[config.mk]
export PLATFORM = sky130hd
export DESIGN_NAME = fdiv_seq_flat
export DESIGN_NICKNAME = d
export VERILOG_FILES = /design/src/rtl/fdiv_seq_if.sv /design/src/rtl/fdiv_seq.sv /design/src/flat_wrapper.sv
export SDC_FILE = /design/constraint.sdc
export NUM_CORES = 1
export LEC_CHECK = 0
export ABC_CLOCK_PERIOD_IN_PS = 4900
export CAP_MARGIN = 20
export CELL_PAD_IN_SITES_DETAIL_PLACEMENT = 1
export CELL_PAD_IN_SITES_GLOBAL_PLACEMENT = 1
export CORE_AREA = 5 5 143 132
export DETAILED_ROUTE_END_ITERATION = 10
export DIE_AREA = 0 0 148 137
export PLACE_DENSITY = 0.93
export SYNTH_ARGS = -nofsm -noshare
export SYNTH_HDL_FRONTEND = slang
export SYNTH_SLANG_ARGS = --single-unit
[constraint.sdc]
create_clock -name clk -period 4.9 [get_ports clk]
set_input_delay 0.98 -clock clk [delete_from_list [all_inputs] [get_ports clk]]
set_output_delay 0.98 -clock clk [all_outputs]
set_load 0.02 [all_outputs]
[src/rtl/fdiv_seq_if.sv]
// Handshake bundle for the iterative fp32 divider: operand side (in_*)
// and result side (out_*), both valid/ready.
interface fdiv_seq_if #(
   parameter int EXP_W  = 8,
   parameter int MANT_W = 23
);
   localparam int W = 1 + EXP_W + MANT_W;

   logic         in_valid;
   logic         in_ready;
   logic [W-1:0] num1;
   logic [W-1:0] num2;
   logic         out_valid;
   logic         out_ready;
   logic [W-1:0] out_div;
   logic         div_by_zero;

   modport master (
      output in_valid, num1, num2, out_ready,
      input  in_ready, out_valid, out_div, div_by_zero
   );

   modport slave (
      input  in_valid, num1, num2, out_ready,
      output in_ready, out_valid, out_div, div_by_zero
   );
endinterface

[src/rtl/fdiv_seq.sv]
// Iterative simplified-fp32 divider (no denormals, truncation, wrapping
// exponent): restoring division producing one quotient bit per clock.
module fdiv_seq #(
   parameter int EXP_W  = 8,
   parameter int MANT_W = 23,
   parameter int BIAS   = 127
) (
   input logic       clk,
   input logic       rst_n,
   fdiv_seq_if.slave bus
);
   localparam int W     = 1 + EXP_W + MANT_W;
   localparam int CNT_W = $clog2(MANT_W + 2);
   localparam logic [CNT_W-1:0] LAST_ITER = CNT_W'(MANT_W + 1);

   typedef enum logic [1:0] {IDLE, DIV, NORM, DONE} state_t;

   state_t              state;
   state_t              state_nxt;
   logic                sign;
   logic [EXP_W-1:0]    e1;
   logic [EXP_W-1:0]    e2;
   logic [MANT_W:0]     m2;
   logic [MANT_W+1:0]   r;
   logic [MANT_W+1:0]   q;
   logic [CNT_W-1:0]    cnt;
   logic [W-1:0]        out_div_q;
   logic                dbz_q;

   logic                accept;
   logic                num1_zero;
   logic                num2_zero;
   logic                ge;
   logic [MANT_W+1:0]   r_sub;
   logic [EXP_W-1:0]    exp_raw;
   logic [EXP_W-1:0]    exp_norm;
   logic [MANT_W-1:0]   mant;

   assign accept    = bus.in_valid && (state == IDLE);
   assign num1_zero = (bus.num1 == '0);
   assign num2_zero = (bus.num2 == '0);

   always_ff @(posedge clk or negedge rst_n) begin
      if (!rst_n) state <= IDLE;
      else        state <= state_nxt;
   end

   always_comb begin
      state_nxt = state;
      case (state)
         IDLE: if (bus.in_valid) state_nxt = (num1_zero || num2_zero) ? DONE : DIV;
         DIV:  if (cnt == LAST_ITER) state_nxt = NORM;
         NORM: state_nxt = DONE;
         DONE: if (bus.out_ready) state_nxt = IDLE;
         default: state_nxt = IDLE;
      endcase
   end

   // Quotient bit, remainder update and normalisation of the finished quotient.
   // The remainder stays below 2*m2, so the post-subtract shift never overflows.
   always_comb begin
      ge       = (r >= {1'b0, m2});
      r_sub    = ge ? (r - {1'b0, m2}) : r;
      exp_raw  = e1 - e2 + EXP_W'(BIAS);
      mant     = q[MANT_W-1:0];
      exp_norm = exp_raw - EXP_W'(1);
      if (q[MANT_W+1]) begin
         mant     = q[MANT_W:1];
         exp_norm = exp_raw;
      end
   end

   always_ff @(posedge clk or negedge rst_n) begin
      if (!rst_n) begin
         sign      <= 1'b0;
         e1        <= '0;
         e2        <= '0;
         m2        <= '0;
         r         <= '0;
         q         <= '0;
         cnt       <= '0;
         out_div_q <= '0;
         dbz_q     <= 1'b0;
      end else begin
         case (state)
            IDLE: if (accept) begin
               sign <= bus.num1[W-1] ^ bus.num2[W-1];
               e1   <= bus.num1[W-2:MANT_W];
               e2   <= bus.num2[W-2:MANT_W];
               m2   <= {1'b1, bus.num2[MANT_W-1:0]};
               r    <= {2'b01, bus.num1[MANT_W-1:0]};
               q    <= '0;
               cnt  <= '0;
               if (num2_zero) begin
                  out_div_q <= {bus.num1[W-1] ^ bus.num2[W-1], {EXP_W{1'b1}}, {MANT_W{1'b0}}};
                  dbz_q     <= 1'b1;
               end else if (num1_zero) begin
                  out_div_q <= '0;
                  dbz_q     <= 1'b0;
               end
            end
            DIV: begin
               r   <= r_sub << 1;
               q   <= {q[MANT_W:0], ge};
               cnt <= cnt + CNT_W'(1);
            end
            NORM: begin
               out_div_q <= {sign, exp_norm, mant};
               dbz_q     <= 1'b0;
            end
            default: ;
         endcase
      end
   end

   assign bus.in_ready    = (state == IDLE);
   assign bus.out_valid   = (state == DONE);
   assign bus.out_div     = out_div_q;
   assign bus.div_by_zero = dbz_q;
endmodule

[src/flat_wrapper.sv]
// flat-port wrapper written by rule: the top's interface ports become plain ports
module fdiv_seq_flat 
#(
   parameter int EXP_W  = 8,
   parameter int MANT_W = 23,
   parameter int BIAS   = 127
)
  (clk, rst_n, bus_in_valid, bus_num1, bus_num2, bus_out_ready, bus_in_ready, bus_out_valid, bus_out_div, bus_div_by_zero);
  fdiv_seq_if #(.EXP_W(EXP_W), .MANT_W(MANT_W)) bus_i ();
  input logic clk;
  input logic rst_n;
  input wire logic [$bits(bus_i.in_valid)-1:0] bus_in_valid;
  input wire logic [$bits(bus_i.num1)-1:0] bus_num1;
  input wire logic [$bits(bus_i.num2)-1:0] bus_num2;
  input wire logic [$bits(bus_i.out_ready)-1:0] bus_out_ready;
  output wire logic [$bits(bus_i.in_ready)-1:0] bus_in_ready;
  output wire logic [$bits(bus_i.out_valid)-1:0] bus_out_valid;
  output wire logic [$bits(bus_i.out_div)-1:0] bus_out_div;
  output wire logic [$bits(bus_i.div_by_zero)-1:0] bus_div_by_zero;
  assign bus_i.in_valid = bus_in_valid;
  assign bus_i.num1 = bus_num1;
  assign bus_i.num2 = bus_num2;
  assign bus_i.out_ready = bus_out_ready;
  assign bus_in_ready = bus_i.in_ready;
  assign bus_out_valid = bus_i.out_valid;
  assign bus_out_div = bus_i.out_div;
  assign bus_div_by_zero = bus_i.div_by_zero;
  fdiv_seq #(.EXP_W(EXP_W), .MANT_W(MANT_W), .BIAS(BIAS)) u_core (.clk(clk), .rst_n(rst_n), .bus(bus_i));
endmodule
# Yosys cells after proc, flatten, opt, wreduce, memory -nomap -nowiden
# Index checks and enable logic that the tools add are counted.
dict set report word_totals {
  ff_bits 131
  latchBits 0
  ramBits 0
  mem_bits_ro 0
  in_bits 68
  out_inout_bits 35
  wordCells 59
  memories 0
}
dict set report classes {
  add_sub_neg 5
  multipliers 0
  div_mod_pow 0
  magnitude_cmp 1
  n_eq_ne 9
  shift 0
  muxes 22
  n_bitwise 1
  reduce_logical 11
}
# op count
set ops {}
lappend ops {{25-bit one-hot mux with 2 select lines} 2}
lappend ops {{32-bit 2-to-1 mux} 3}
lappend ops {{32-bit zero test} 2}
lappend ops {{32-bit one-hot mux with 2 select lines} 1}
lappend ops {{25-bit 2-to-1 mux} 2}
lappend ops {{25-bit by 24-bit >= comparator with 1-bit output} 1}
lappend ops {{24-bit 2-to-1 mux} 1}
lappend ops {{24-bit subtractor} 1}
lappend ops {{23-bit 2-to-1 mux} 1}
lappend ops {{5-bit one-hot mux with 2 select lines} 1}
lappend ops {{8-bit by 7-bit adder with 8-bit output, second input constant} 1}
lappend ops {{2-bit 2-to-1 mux} 4}
lappend ops {{8-bit 2-to-1 mux} 1}
lappend ops {{2-bit one-hot mux with 4 select lines} 1}
lappend ops {{8-bit by 1-bit subtractor with 8-bit output, second input constant} 1}
lappend ops {{8-bit subtractor} 1}
lappend ops {{3-bit AND reduction} 2}
lappend ops {{5-bit by 1-bit adder with 5-bit output, second input constant} 1}
lappend ops {{5-bit equality test, second input constant} 1}
lappend ops {{5-bit 2-to-1 mux} 1}
lappend ops {{2-bit equality test, second input constant} 2}
lappend ops {{2-bit by 1-bit inequality test with 1-bit output, second input constant} 2}
lappend ops {{2-bit inequality test, second input constant} 2}
lappend ops {{2-bit AND reduction} 2}
lappend ops {{other kinds (9)} 12}

# Logic depth before layout (Yosys ltp)
dict set report depth {
  ltp_word 5
  mapped_depth 13
  depth_no_buf 12
}

# Least setup slack after synthesis
# No wires, ideal clock.
dict set report synth_path {
  kind {input to register}
  from {input port bus_num2[18]}
  to {register u_core.out_div_q[31], in the netlist u_core.bus.out_div[31]}
  setup_time_ns 0.069
  t_arrival_ns 2.453
  required_time_ns 4.831
  setup_slack_ns 2.378
  cell_stages 4
  path_buffers 0
  cell_sequence {nor4_1 -> nand4_1 -> nor4_1 -> a221o_1}
}
dict set report synth_between {
  elab_chain_len 4
  elab_cells_between_ends 6
  cone_classes {eq/ne (1); mux (3); reduce/logical (2)}
}
# element line_no
set synth_lines {}
lappend synth_lines {{start, declared} flat_wrapper.sv:14} ;# input wire logic [$bits(bus_i.num2)-1:0] bus_num2;
lappend synth_lines {{32-bit zero test *} fdiv_seq.sv:41} ;# assign num2_zero = (bus.num2 == '0);
lappend synth_lines {{32-bit 2-to-1 mux} fdiv_seq.sv:94} ;# if (num2_zero) begin
lappend synth_lines {{32-bit 2-to-1 mux} fdiv_seq.sv:86} ;# IDLE: if (accept) begin
lappend synth_lines {{32-bit one-hot mux with 2 select lines} fdiv_seq.sv:85} ;# case (state)
lappend synth_lines {{end signal, assigned} fdiv_seq.sv:95} ;# out_div_q <= {bus.num1[W-1] ^ bus.num2[W-1], {EXP_W{1'b1}}, {MANT_W{1'b0}}};
lappend synth_lines {{end signal, assigned} fdiv_seq.sv:108} ;# out_div_q <= {sign, exp_norm, mant};
lappend synth_lines {{end, declared} fdiv_seq.sv:27} ;# logic [W-1:0] out_div_q;
# Mark *: on every way between the ends. The rest lies on a longest branch, timed or not. The select of a mux whose other input is x is not followed.
# A chain may end at the register's enable or synchronous reset.

# Worst setup path after layout
dict set report layout_path {
  from {input port bus_num2[26]}
  to {register u_core.out_div_q[21], in the netlist u_core.bus.out_div[21]}
}
# Same word-level chain as after synthesis.

==> results by stage <==
Floorplanning:
- The I/O pin count is 103.
- From bottom edge to top edge, the die measures 137 um.
- The effective utilization at floorplan is 44.0%.
- The floorplan step set the die width to 148 um.
- The core footprint is between 15,000 and 20,000 um^2.
- The floorplan has 46 rows.
- The full die area is about 20,000 um^2.

Drt:
- The number of routed nets with antenna violations is 0.
- In the routed layout, each cell is associated on average with a via count of roughly 6.
- The routed length per placed instance is 22.3 um.
- For this run, design rule violations remaining after detail routing come to 0.
- Detailed routing inserted a total of between 6,000 and 7,000 vias.
- The number of search-and-repair iterations in the first detailed-routing pass is 6.
- The final wirelength is approximately 24,000 um.
- After the first detailed-routing iteration, the DRC count stood at between 400 and 500.

Worst hold path:
- In this run the worst hold path is classified as flip-flop to flip-flop.
- The number of cells on the worst hold path is 2.
- The startpoint identified for the worst hold timing path is u_core.bus.out_div[10].
- The worst hold path terminates at u_core.bus.out_div[10].

Logic synthesis:
- The mean area per synthesized cell is just over 10 um^2.
- The number of nets in the synthesized netlist is 853.
- The proportion of register bits with asynchronous set or reset after synthesis is 100%.
- The distinct cell type count after synthesis is 67.
- The register area share after synthesis is 43.3%.
- The cell type with the highest aggregate area in the netlist is sky130_fd_sc_hd__dfrtp_1.
- The number of enable flip-flop cells after synthesis is 0.
- The share of the synthesized area in the top cell type is 43.3%.
- After synthesis, the cell types taking the most area are sky130_fd_sc_hd__dfrtp_1 43%, sky130_fd_sc_hd__ha_1 7.3%, sky130_fd_sc_hd__mux2_2 6.0%.
- The cell count after synthesis came out at 739.
- During synthesis, Yosys emitted a total of 0 warnings.
- The number of register bits inferred by synthesis is roughly 130.
- In this run the cell area of the synthesized design comes to ~7600 um^2.
- The most frequently used flop master after synthesis is sky130_fd_sc_hd__dfrtp_1.

Critical path:
- By startpoint and endpoint, the worst setup path is classified as input port to flip-flop.
- The slowest stage of the critical path is the sky130_fd_sc_hd__nor4_1 cell.
- The data arrival time of the worst path is between 3 and 4 ns.
- Of all nets on the critical path, the largest fanout is 18.
- Traced cell by cell, the critical path runs through clkdlybuf4s50_1, nor4_1, nand4_1, o22ai_1, a21boi_1, nand2b_1, buf_8, o21ai_1.
- Counting cells, the worst reg-to-reg path comes to 7.
- The internal reg-to-reg setup slack is between 1.5 and 2 ns.
- STA puts the critical path data required time at between 5 and 6 ns.
- STA classifies the critical path startpoint as an input port.
- The nature of the critical path endpoint is a flip-flop.
- The origin of the critical flop-to-flop path is u_core.state[0].
- The biggest cell delay along the critical path is roughly 0.74 ns.
- The endpoint of the lowest-slack register-to-register path is u_core.bus.out_div[29].

Clock network:
- The clock latency of the later-clocked register in the worst-skew pair is ~0.43 ns.
- The count of instances resized after the clock tree is built is 0.
- The number of buffers created by CTS is 17.
- The maximum level of the CTS H-tree is 4.
- TritonCTS built the clock tree.
- The clock-pin slew on the worst setup and hold paths is roughly 0.060 ns.
- In this run the post-CTS setup repair buffer count came out at 0.
- The clock sink count is about 130.
- The clock root buffer is sky130_fd_sc_hd__clkbuf_16.
- The number of buffers on the longest clock path is 2.
- The hold-fix buffer count after cts is 0.

Timing:
- The final count of hold timing violations was 0.
- The post-route minimum period is between 3 and 4 ns.
- The achievable clock frequency is ~0.28 GHz.
- The final cycle utilization of the critical path is a little over 70%.
- The pin slew with the least headroom to its limit is around 1.1 ns.
- The setup TNS after final layout is 0 ns.
- Headroom to the max-slew limit came out at between 20 and 30%.
- The count of pins over their slew limit is 0.
- The final number of setup-violating endpoints is 0.
- The final worst clock skew is ~0.008 ns.
- Setup repair after global routing left no endpoint under its margin.
- The worst slack on hold paths is between 0.4 and 0.5 ns.

Layout:
- The most common cell after layout, fill and taps aside is sky130_fd_sc_hd__dfrtp_1.
- 0 antenna diodes ended up in the layout.
- From synthesis to final layout, the design area changed by 24.1%.
- In the final layout, the multi-input gates occupy about 4000 um^2.
- Across the whole layout, storage elements account for approximately 3300 um^2.
- After filler insertion, the fill cell instance count of the layout stands at 1,876.
- For this run, the post-layout net count is 947.
- Of the cells placed in the final design, the portion with a size suffix greater than 1 is 11.9%.
- Leaving out fill and tap cells, the most frequent cells in the layout are 131 x sky130_fd_sc_hd__dfrtp_1, 101 x sky130_fd_sc_hd__clkdlybuf4s50_1, 56 x sky130_fd_sc_hd__nand2_1, 45 x sky130_fd_sc_hd__inv_1, 44 x sky130_fd_sc_hd__ha_1.

Pwr:
- Per report_power, the combinational group accounts for between 60% and 70% of the total.
- The net switching fraction of the power is 45.8%.
- The portion of total power attributed to the clock network is 16.9%.
- In this run the static leakage power is between 4 and 5 nW.
- The internal power of the cells totals ~4.2 mW.
- In this run, flip-flops and latches consume about 22% of the power.
- For this design the total switching power over the nets is between 3 and 4 mW.
- In this run the power density over the cells is 818 nW/um^2.
- Across the VDD grid, the largest voltage drop is between 0.3 and 0.4 mV.

Placement:
- Port buffering added between 100 and 150 buffers.
- The congestion estimate from routability-driven global placement came to about 0.85.
- Detailed placement ended at an HPWL of 16,800 um.

Global routing:
- The number of global-route vias before repair is just under 7,000.
- The total global-route track usage is 23.8%.
- Summed over all layers, the global routing overflow is 0.
- The initial antenna violation count is 0.
- The global-route wire length before repair is between 30,000 and 40,000 um.
- Entering global routing, the biggest net connects 104 pins.

Run status:
- The flow ran to the end, and the final reports show no timing, DRC or antenna violations.

Run:
- The number of max-capacitance violations reported is 0.
[state kept, by name (all words and copies together) (netlist names)]
name and count:
u_core.q 25, u_core.sign 1, u_core.bus.out_div 32, u_core.e2 8, u_core.r 25, u_core.e1 8, u_core.m2 24, u_core.state 2
u_core.cnt 5, u_core.bus.div_by_zero 1
[cells in the mapped netlist, drive strengths merged, types with 2 or more instances]
| library cell | count |
|---|---|
| o31ai | 7 |
| ha | 44 |
| nor4 | 22 |
| o21a | 5 |
| or2 | 2 |
| a221o | 3 |
| nand4 | 11 |
| mux2i | 41 |
| xor2 | 15 |
| nand2 | 57 |
| buf | 11 |
| a211o | 2 |
| a21oi | 43 |
| or3 | 7 |
| a211oi | 3 |
| nand3 | 7 |
| mux2 | 40 |
| a22o | 24 |
| dfrtp | 131 |
| o21bai | 7 |
| nor2b | 5 |
| nor3 | 7 |
| xnor2 | 23 |
| o211ai | 4 |
| a31oi | 7 |
| o21ai | 50 |
| inv | 46 |
| o311ai | 2 |
| nor2 | 41 |
| a31o | 2 |
| and3 | 3 |
| fa | 2 |
| a21o | 16 |
| nand2b | 2 |
| clkbuf | 24 |
| o22ai | 11 |
[final cells by class]
cell class              count  area share, %
clock buffers              23           5.30
flip-flops and latches    131           34.9
inverters                  46           1.84
multi-input cells         527           42.2
clock inverters             9           1.08
well taps                 216           2.88
repair buffers            110           11.8
[cells by family (layout without fill, tap and decap cells)]
kind of cell             count (synthesis)  after routing  share of synthesized area (%)
buffers and inverters                   81            188                           4.43
flip-flops                             131            131                           43.3
AO/OA/AOI/OAI                          194            194                           17.8
adder cells (fa/ha/maj)                 46             46                           7.80
AND/OR/NAND/NOR                        168            168                           10.9
multiplexers                            81             81                           11.4
XOR/XNOR                                38             38                           4.40
[how the worst max path moves through the flow]
stage                     cells after the start  slack [ns]                     end    startpoint
after floorplan                               4        2.38  u_core.bus.out_div[31]  bus_num2[18]
after global placement                        7        0.95  u_core.bus.out_div[31]  bus_num2[26]
after detailed placement                      8        0.97  u_core.bus.out_div[21]  bus_num2[25]
after CTS                                     8        1.36  u_core.bus.out_div[21]  bus_num2[25]
after global routing                          8        1.14  u_core.bus.out_div[21]   bus_num2[1]
final                                         8        1.34  u_core.bus.out_div[21]  bus_num2[26]
[per-stage QoR]
stage               setup slack [ns]  std cells  instance area, um^2  util, %  power, mW
CTS                             1.36       1062                 9390     54.6       7.65
global placement               0.945       1028                 8750     50.9       5.92
finish                          1.34       1062                 9390     54.6       7.68
floorplan                       2.38        739                 7570        -       5.07
detailed placement             0.974       1030                 8790     51.1       6.24
global route                    1.14       1062                 9390     54.6       8.17
[worst max-delay path: cells and delay by family]
family / cells / cell delay, ns
compound gates: 3 / 0.57
buf+inv: 2 / 0.79
simple gates: 3 / 1.56
[power by group through the flow]
| stage | clock, mW | sequential, mW | combinational, mW |
|---|---|---|---|
| after floorplan | 0 | 1.68 | 3.39 |
| after global placement | 0 | 1.70 | 4.22 |
| after detailed placement | 0 | 1.73 | 4.50 |
| after CTS | 1.31 | 1.72 | 4.62 |
| after global routing | 1.36 | 1.76 | 5.05 |
| final | 1.30 | 1.72 | 4.66 |
[layer usage]
layer	vias up	wire (um)	GRT usage [%]
li1	2859	-	-
met1	3225	10100	30.5
met2	204	11700	40.0
met3	56	1320	5.76
met4	0	607	7.64
met5	-	0	0
No activity file was read; power rests on OpenSTA's default activity.
